## config.mk

```make
export PLATFORM = sky130hd
export DESIGN_NAME = counter_40_to_10_down
export DESIGN_NICKNAME = d
export VERILOG_FILES = /design/src/rtl/counter_pkg.sv /design/src/rtl/counter_range_chk.sv /design/src/rtl/counter_40_to_10_down.sv
export SDC_FILE = /design/constraint.sdc
export NUM_CORES = 1
export LEC_CHECK = 0
export ABC_AREA = 1
export BUFFER_PORTS_ARGS = -buffer_cell sky130_fd_sc_hd__buf_2
export CAP_MARGIN = 30
export CORE_MARGIN = 8
export CORE_UTILIZATION = 40
export CTS_BUF_LIST = sky130_fd_sc_hd__clkbuf_8
export CTS_CLUSTER_DIAMETER = 150
export DETAILED_ROUTE_END_ITERATION = 6
export PLACE_DENSITY_LB_ADDON = 0.12
export RECOVER_POWER = 50
export SYNTH_ARGS = -nofsm -noshare
export SYNTH_HDL_FRONTEND = slang
export SYNTH_HIERARCHICAL = 1
export SYNTH_SLANG_ARGS = --single-unit
```

## constraint.sdc

```tcl
create_clock -name i_clk -period 2.67 [get_ports i_clk]
set_clock_uncertainty 0.2 [all_clocks]
set_input_delay 0 -clock i_clk [delete_from_list [all_inputs] [get_ports i_clk]]
set_output_delay 0 -clock i_clk [all_outputs]
set_load 0.02 [all_outputs]
```

## src/rtl/counter_pkg.sv

```systemverilog
// Shared constants and state encoding for the range counter family.
package counter_pkg;

  localparam int unsigned CNT_WIDTH_DEF = 8;
  localparam int unsigned CNT_HI_DEF    = 40;
  localparam int unsigned CNT_LO_DEF    = 10;

  typedef enum logic [1:0] {
    IDLE = 2'd0,
    RUN  = 2'd1,
    DONE = 2'd2
  } cnt_state_e;

endpackage

```

## src/rtl/counter_range_chk.sv

```systemverilog
// Combinational check that a value lies in the inclusive range [LO, HI].
module counter_range_chk
  import counter_pkg::*;
#(
  parameter int unsigned WIDTH = CNT_WIDTH_DEF,
  parameter int unsigned HI    = CNT_HI_DEF,
  parameter int unsigned LO    = CNT_LO_DEF
) (
  input  logic [WIDTH-1:0] i_value,
  output logic             o_in_range_c
);

  localparam logic [WIDTH-1:0] L_HI = WIDTH'(HI);
  localparam logic [WIDTH-1:0] L_LO = WIDTH'(LO);

  assign o_in_range_c = (i_value >= L_LO) && (i_value <= L_HI);

endmodule

```

## src/rtl/counter_40_to_10_down.sv

```systemverilog
// Loadable HI-to-LO down counter with start/stop FSM, periodic or one-shot mode.
// Optional load handshake enabled by defining COUNTER_DOWN_LOAD_EN.
module counter_40_to_10_down
  import counter_pkg::*;
#(
  parameter int unsigned WIDTH    = CNT_WIDTH_DEF,
  parameter int unsigned HI       = CNT_HI_DEF,
  parameter int unsigned LO       = CNT_LO_DEF,
  parameter bit          PERIODIC = 1'b1
) (
  input  logic             i_clk,
  input  logic             i_rst_n,
  input  logic             i_en,
  input  logic             i_start,
  input  logic             i_stop,
`ifdef COUNTER_DOWN_LOAD_EN
  input  logic             i_load_valid,
  input  logic [WIDTH-1:0] i_load_data,
  output logic             o_load_ready,
`endif
  output logic [WIDTH-1:0] o_count,
  output logic             o_tc,
  output logic             o_busy,
  output logic             o_err
);

  localparam logic [1:0]       S_IDLE = 2'(IDLE);
  localparam logic [1:0]       S_RUN  = 2'(RUN);
  localparam logic [1:0]       S_DONE = 2'(DONE);
  localparam logic [WIDTH-1:0] L_HI   = WIDTH'(HI);
  localparam logic [WIDTH-1:0] L_LO   = WIDTH'(LO);

  logic [1:0]       r_state;
  logic [WIDTH-1:0] r_count;
  logic             r_tc;
  logic             r_busy;
  logic             r_err;

  logic [1:0]       w_state_nxt;
  logic [WIDTH-1:0] w_count_nxt;
  logic             w_tc_nxt;
  logic             w_err_nxt;
  logic             w_cnt_ok;

  counter_range_chk #(.WIDTH(WIDTH), .HI(HI), .LO(LO)) u_cnt_chk (
    .i_value      (r_count),
    .o_in_range_c (w_cnt_ok)
  );

`ifdef COUNTER_DOWN_LOAD_EN
  logic r_load_ready;
  logic w_load_ok;
  logic w_load_xfer;

  counter_range_chk #(.WIDTH(WIDTH), .HI(HI), .LO(LO)) u_load_chk (
    .i_value      (i_load_data),
    .o_in_range_c (w_load_ok)
  );

  assign w_load_xfer  = i_load_valid && r_load_ready;
  assign o_load_ready = r_load_ready;
`endif

  // Next-state, next-count and flag logic; stop dominates, range repair is last.
  always_comb begin
    w_state_nxt = r_state;
    w_count_nxt = r_count;
    w_tc_nxt    = 1'b0;
    w_err_nxt   = r_err;

    if (i_stop) begin
      w_state_nxt = S_IDLE;
      w_count_nxt = L_HI;
    end else begin
      case (r_state)
        S_IDLE: begin
          if (i_start) w_state_nxt = S_RUN;
        end
        S_RUN: begin
          if (i_en) begin
            if (r_count == L_LO) begin
              w_tc_nxt = 1'b1;
              if (PERIODIC) begin
                w_count_nxt = L_HI;
              end else begin
                w_state_nxt = S_DONE;
              end
            end else begin
              w_count_nxt = r_count - WIDTH'(1);
            end
          end
        end
        S_DONE: begin
          if (i_start) begin
            w_state_nxt = S_RUN;
            w_count_nxt = L_HI;
          end
        end
        default: begin
          w_state_nxt = S_IDLE;
          w_count_nxt = L_HI;
        end
      endcase
`ifdef COUNTER_DOWN_LOAD_EN
      if (w_load_xfer) begin
        if (w_load_ok) begin
          w_count_nxt = i_load_data;
        end else begin
          w_count_nxt = L_HI;
          w_err_nxt   = 1'b1;
        end
      end
`endif
    end

    if (!w_cnt_ok) begin
      w_count_nxt = L_HI;
      w_err_nxt   = 1'b1;
    end
  end

  always_ff @(posedge i_clk or negedge i_rst_n) begin
    if (!i_rst_n) begin
      r_state <= S_IDLE;
      r_count <= L_HI;
      r_tc    <= 1'b0;
      r_busy  <= 1'b0;
      r_err   <= 1'b0;
    end else begin
      r_state <= w_state_nxt;
      r_count <= w_count_nxt;
      r_tc    <= w_tc_nxt;
      r_busy  <= (w_state_nxt == S_RUN);
      r_err   <= w_err_nxt;
    end
  end

`ifdef COUNTER_DOWN_LOAD_EN
  always_ff @(posedge i_clk or negedge i_rst_n) begin
    if (!i_rst_n) r_load_ready <= 1'b1;
    else          r_load_ready <= (w_state_nxt != S_RUN);
  end
`endif

  assign o_count = r_count;
  assign o_tc    = r_tc;
  assign o_busy  = r_busy;
  assign o_err   = r_err;

endmodule

```

* Yosys cells after proc, flatten, opt, wreduce, memory -nomap -nowiden *
Index checks and enable logic that the tools add are counted.

storage, ports and cells
  bits in registers = 13
  latch bits = 0
  memory bits (writable) = 0
  memory bits (read-only) = 0
  bits of input ports = 5
  output and inout port bits = 11
  logic and storage cells = 32
  memories = 0

operators by class
  $add $sub $neg = 1
  $mul = 0
  div/mod/pow operators = 0
  $lt $le $gt $ge = 2
  equal/unequal tests = 7
  shifts and indexed selects = 0
  muxes and demuxes = 13
  bitwise logic cells = 0
  reductions and logical operators = 4

operators with widths
  kind                   number
  $mux W8                5
  $pmux W8 S3            1
  $eq A8 B4 Y1 const B   1
  $ge A8 B4 Y1 const B   1
  $le A8 B6 Y1 const B   1
  $ne A4 B4 Y1 const B   2
  $sub A8 B1 Y8 const B  1
  $eq A2 B1 Y1 const B   2
  $mux W1                4
  $mux W2                2
  $pmux W2 S2            1
  $ne A3 B3 Y1 const B   1
  $reduce_and A3 Y1      1
  $eq A2 B2 Y1 const B   1
  $logic_not A2 Y1       1
  $reduce_or A2 Y1       1
  $logic_and A1 B1 Y1    1

* Logic depth before layout (Yosys ltp) *
  depth in word-level cells = 6
  mapped depth = 11
  gate-level depth less buffers = 11

* Cells and area by module *
The synthesis kept the hierarchy.

modules (own cells, without submodules)
  module                 instances  cells an instance  area an instance (um^2)  seq. area each (um^2)
  counter_40_to_10_down  1          95                 724.4                    327.8
  counter_range_chk      1          17                 67.6                     0.0

* Least setup slack after synthesis *
OpenSTA, ideal clock, no wires.

  path type = register to register
  start = register r_count[3], in the netlist o_count[3]
  end = register r_count[2], in the netlist o_count[2]
  setup time = 0.071 ns
  arrival = 1.609 ns
  data required time = 2.399 ns
  path slack = 0.789 ns
  cell stages (with the launch flop) = 10
  path buffers = 0
  clock period less this slack = 1.881 ns
  path through = dfstp_2 -> inv_1 -> o21a_1 -> nor2_1 -> nand3_1 -> clkinv_1 -> nand2_1 -> nand2_2 -> nand2_1 -> nor2_1

on the way
  elaborated cells on any way between the ends = 13
  classes of those cells = order compare (2); eq/ne (4); mux (5); reduce/logical (2)

RTL lines
  element                                                 RTL line                      text
  start, declared                                         counter_40_to_10_down.sv:34   logic [WIDTH-1:0] r_count;
  start signal, assigned                                  counter_40_to_10_down.sv:131  r_count <= w_count_nxt;
  $ge A8 B4 Y1 or $le A8 B6 Y1 (tied branches)            counter_range_chk.sv:16       assign o_in_range_c = (i_value >= L_LO) && (i_value <= L_HI);
  $logic_and A1 B1 Y1 (*)                                 counter_range_chk.sv:16
  net w_cnt_ok                                            counter_40_to_10_down.sv:43   logic w_cnt_ok;
  $ne A4 B4 Y1 (no line) or $ne A3 B3 Y1 (tied branches)  --
  $reduce_and A3 Y1 (no line)                             --

The timed path passes the listed nets; every way through them passes the cells marked *. The select of a mux whose other input is x is not followed.
A chain may end at the register's enable or synchronous reset.

* Worst setup path in the final report *
  start = input port i_stop
  end = register r_state[0]

on the way
  longest elaborated chain between the ends = 1

RTL lines
  element               RTL line                      text
  start, declared       counter_40_to_10_down.sv:15   input logic i_stop,
  $mux W2               counter_40_to_10_down.sv:71   if (i_stop) begin
  net w_state_nxt[0]    counter_40_to_10_down.sv:39   logic [1:0] w_state_nxt;
  end signal, assigned  counter_40_to_10_down.sv:130  r_state <= w_state_nxt;
  end, declared         counter_40_to_10_down.sv:33   logic [1:0] r_state;

The timed path passes the listed nets, and every way through them passes these cells.

==> flow_summary.json <==
{
  "status": "completed",
  "grt_pass1_vias": 765,
  "drv_cap": 0,
  "drv_slew": 0,
  "synth_area_um2": 792,
  "p_sw_frac": 0.455,
  "worst_pin_slew_ns": 0.527,
  "r2r-end": "o_count[2]",
  "internal_power_uw": 457,
  "initial_core_util": 0.412,
  "nets": 145,
  "rsz0062_at_grt": "no",
  "setup-tns-final_ns": 0,
  "cts_tree": "yes",
  "pwr-share-clk": 0.207,
  "hp-class": "in2async",
  "pwr-share-seq": 0.327,
  "reg2reg_depth": 9,
  "vias": 775,
  "leakagePower_uw": 0.000499,
  "crit_arrival_ns": 2.11,
  "post_drt_wl_per_cell_um": 11.8,
  "ctsResizeCount": 0,
  "grt_use_total": 0.124,
  "syn_nets": 119,
  "vias_per_cell": 4.73,
  "post_cts_buffers": 0,
  "final_antenna_net_count": 0,
  "wl_mm": 1.93,
  "fp.dieW_um": 60.5,
  "slew_headroom": 0.648,
  "dr.pass1.iters": 4,
  "reg2reg_from": "o_count[3]",
  "clk_latency_ns": 0.25,
  "fin_hold_ws_ns": 0.0802,
  "ys_warn_count": 6,
  "drtIter0Drc": 26,
  "critPathMaxFanout": 3,
  "syn_avg_cell_area_um2": 7.07,
  "drcViolationCount": 0,
  "clock.fmax_mhz": 470,
  "core_area_mm2": 0.00192,
  "setup_viol": 0,
  "p_switching_uw": 382,
  "ys_seq_area_frac": 0.414,
  "timing.final.crit_period_ns": 2.13,
  "grt_pass1_wl_mm": 3.34,
  "num_rows": 16,
  "p_per_area_mw_per_mm2": 848,
  "ios": 16,
  "post_route_cells_drive_above_1_share": 0.139,
  "crit_start": "i_stop",
  "crit_end": "r_state[0]",
  "path_clk_slew_ns": 0.06,
  "grt_start_max_net_pins": 16,
  "cpMostUsedCell": "dlygate4sd3_1",
  "power_frac_comb": 0.465,
  "clock_path_buffers": 2,
  "vdd_drop_max_mv": 0.406,
  "crit_type": "in2reg",
  "crit_path_cell_trace": "dlygate4sd3_1 > buf_2 > nor2_1 > nand2_1 > dlygate4sd3_1 > nand2_1 > dlygate4sd3_1",
  "crit_path_start_kind": "input pin",
  "dp_hpwl_mm": 1.35,
  "slowest_stage": "dlygate4sd3_1",
  "cts_sinks": 13,
  "synthToLayoutAreaGrowth_pct": 25.0,
  "end_kind": "register",
  "finalCritPeriodShare": 0.797,
  "antenna_found_initial": 0,
  "cts-buffers-inserted": 3,
  "reg2reg_slack_ns": 0.56,
  "hold_viol_final": 0,
  "die-area_mm2": 0.00366,
  "port_buffers": 15,
  "ys_seq_elements": 13,
  "syn-instance-count": 112,
  "place_congestion": 0.764,
  "ys_types": 20,
  "cts.htree.levels": 1,
  "antenna_cells": 0,
  "cp_slowest_stage_delay_ns": 0.57,
  "root_buffer": "clkbuf_8",
  "fp.dieH_um": 60.5,
  "required_ns": 2.65,
  "grt_overflow": 0
}
## placed cells by master, fill, tap and decap left out
master,instances
nand3b_1,1
nor2_2,2
buf_2,5
nand2_2,3
nand2_4,1
nand2_1,28
nor2_1,22
o21a_1,1
inv_1,14
dfstp_1,2
clkbuf_8,3
inv_2,3
nor3_1,1
ha_1,2
nand3_1,13
clkinv_1,1
dlygate4sd3_1,7
o21ai_1,3
a21oi_2,2
clkbuf_1,10
nor3b_1,1
dfrtp_1,11
nand4_1,1
## area by class of cell
type | count | area, um^2
fillers | 202 | 932
multi-input cells | 81 | 387
flip-flops and latches | 13 | 328
repair buffers | 22 | 133
inverters | 17 | 63.8
clock buffers | 3 | 41.3
well taps | 27 | 33.8
clock inverters | 1 | 3.75
## cell usage after synthesis
master	n	area, um^2
a21oi_2	2	17.5
buf_6	1	11.3
clkinv_1	1	3.75
dfrtp_1	11	275
dfstp_2	2	52.6
ha_1	2	25.0
inv_1	13	48.8
inv_2	3	11.3
nand2_1	28	105
nand2_2	3	18.8
nand2_4	1	11.3
nand3_1	13	65.1
nand3b_1	1	7.51
nand4_1	1	6.26
nor2_1	21	78.8
nor2_2	3	18.8
nor3_1	1	5.00
nor3b_1	1	7.51
o21a_1	1	7.51
o21ai_1	3	15.0
## worst min-delay path by stage
stage	endpoint	slack, ns
floorplan	o_busy	-0.50
global placement	o_tc	-0.30
detailed placement	o_tc	-0.29
CTS	o_count[3]	0.04
global route	o_count[3]	0.11
finish	o_count[3]	0.08
## flip-flops by register name (all words and copies together), names as in the netlist
name,count
o_count,8
r_state,2
o_busy,1
o_err,1
o_tc,1
## kinds of logic (layout without fill, tap and decap cells)
| kind of cell | count (synthesis) | after routing | synth area share |
|---|---|---|---|
| AOI/OAI and AO/OA | 6 | 6 | 0.0506 |
| adders and majority gates | 2 | 2 | 0.0316 |
| DFF | 13 | 13 | 0.414 |
| and+or+nand+nor | 73 | 73 | 0.409 |
| buffers and inverters | 18 | 43 | 0.0948 |
## metal layers
metal | vias to the layer above | wire length [um] | GRT usage | share of wire
met3 | 5 | 109 | 0.0254 | 0.056
li1 | 397 | - | - | -
met1 | 349 | 892 | 0.149 | 0.46
met5 | - | 0 | 0 | 0
met4 | 0 | 42 | 0.0698 | 0.022
met2 | 24 | 889 | 0.200 | 0.46
## worst max-delay path: cells and delay by family
kind	cells	cell delay, ns
and+or+nand+nor	3	0.29
buffers and inverters	4	1.82
## stage by stage
step / area [um^2] / setup WS [ns] / power, uW / utilization / cells
after floorplan: 792 / 0.789 / 582 / - / 112
after global placement: 890 / 0.730 / 663 / 0.463 / 153
after detailed placement: 890 / 0.683 / 665 / 0.463 / 153
after CTS: 1000 / 0.637 / 851 / 0.523 / 164
after global routing: 990 / 0.411 / 913 / 0.515 / 164
final: 990 / 0.543 / 839 / 0.515 / 164
## power by group through the flow
stage	Clock [uW]	Sequential (uW)	Combinational, uW
floorplan	0	305	277
global route	186	279	448
CTS	177	277	397
detailed placement	0	279	386
finish	174	274	391
global placement	0	276	387
## repair_timing
| action | in CTS | in global routing |
|---|---|---|
| hold buffers | 7 | 0 |
| setup endpoints to repair | 0 | 0 |
| endpoints found under the hold margin | 18 | 0 |
Note: power is estimated with default switching activity, not from simulation.
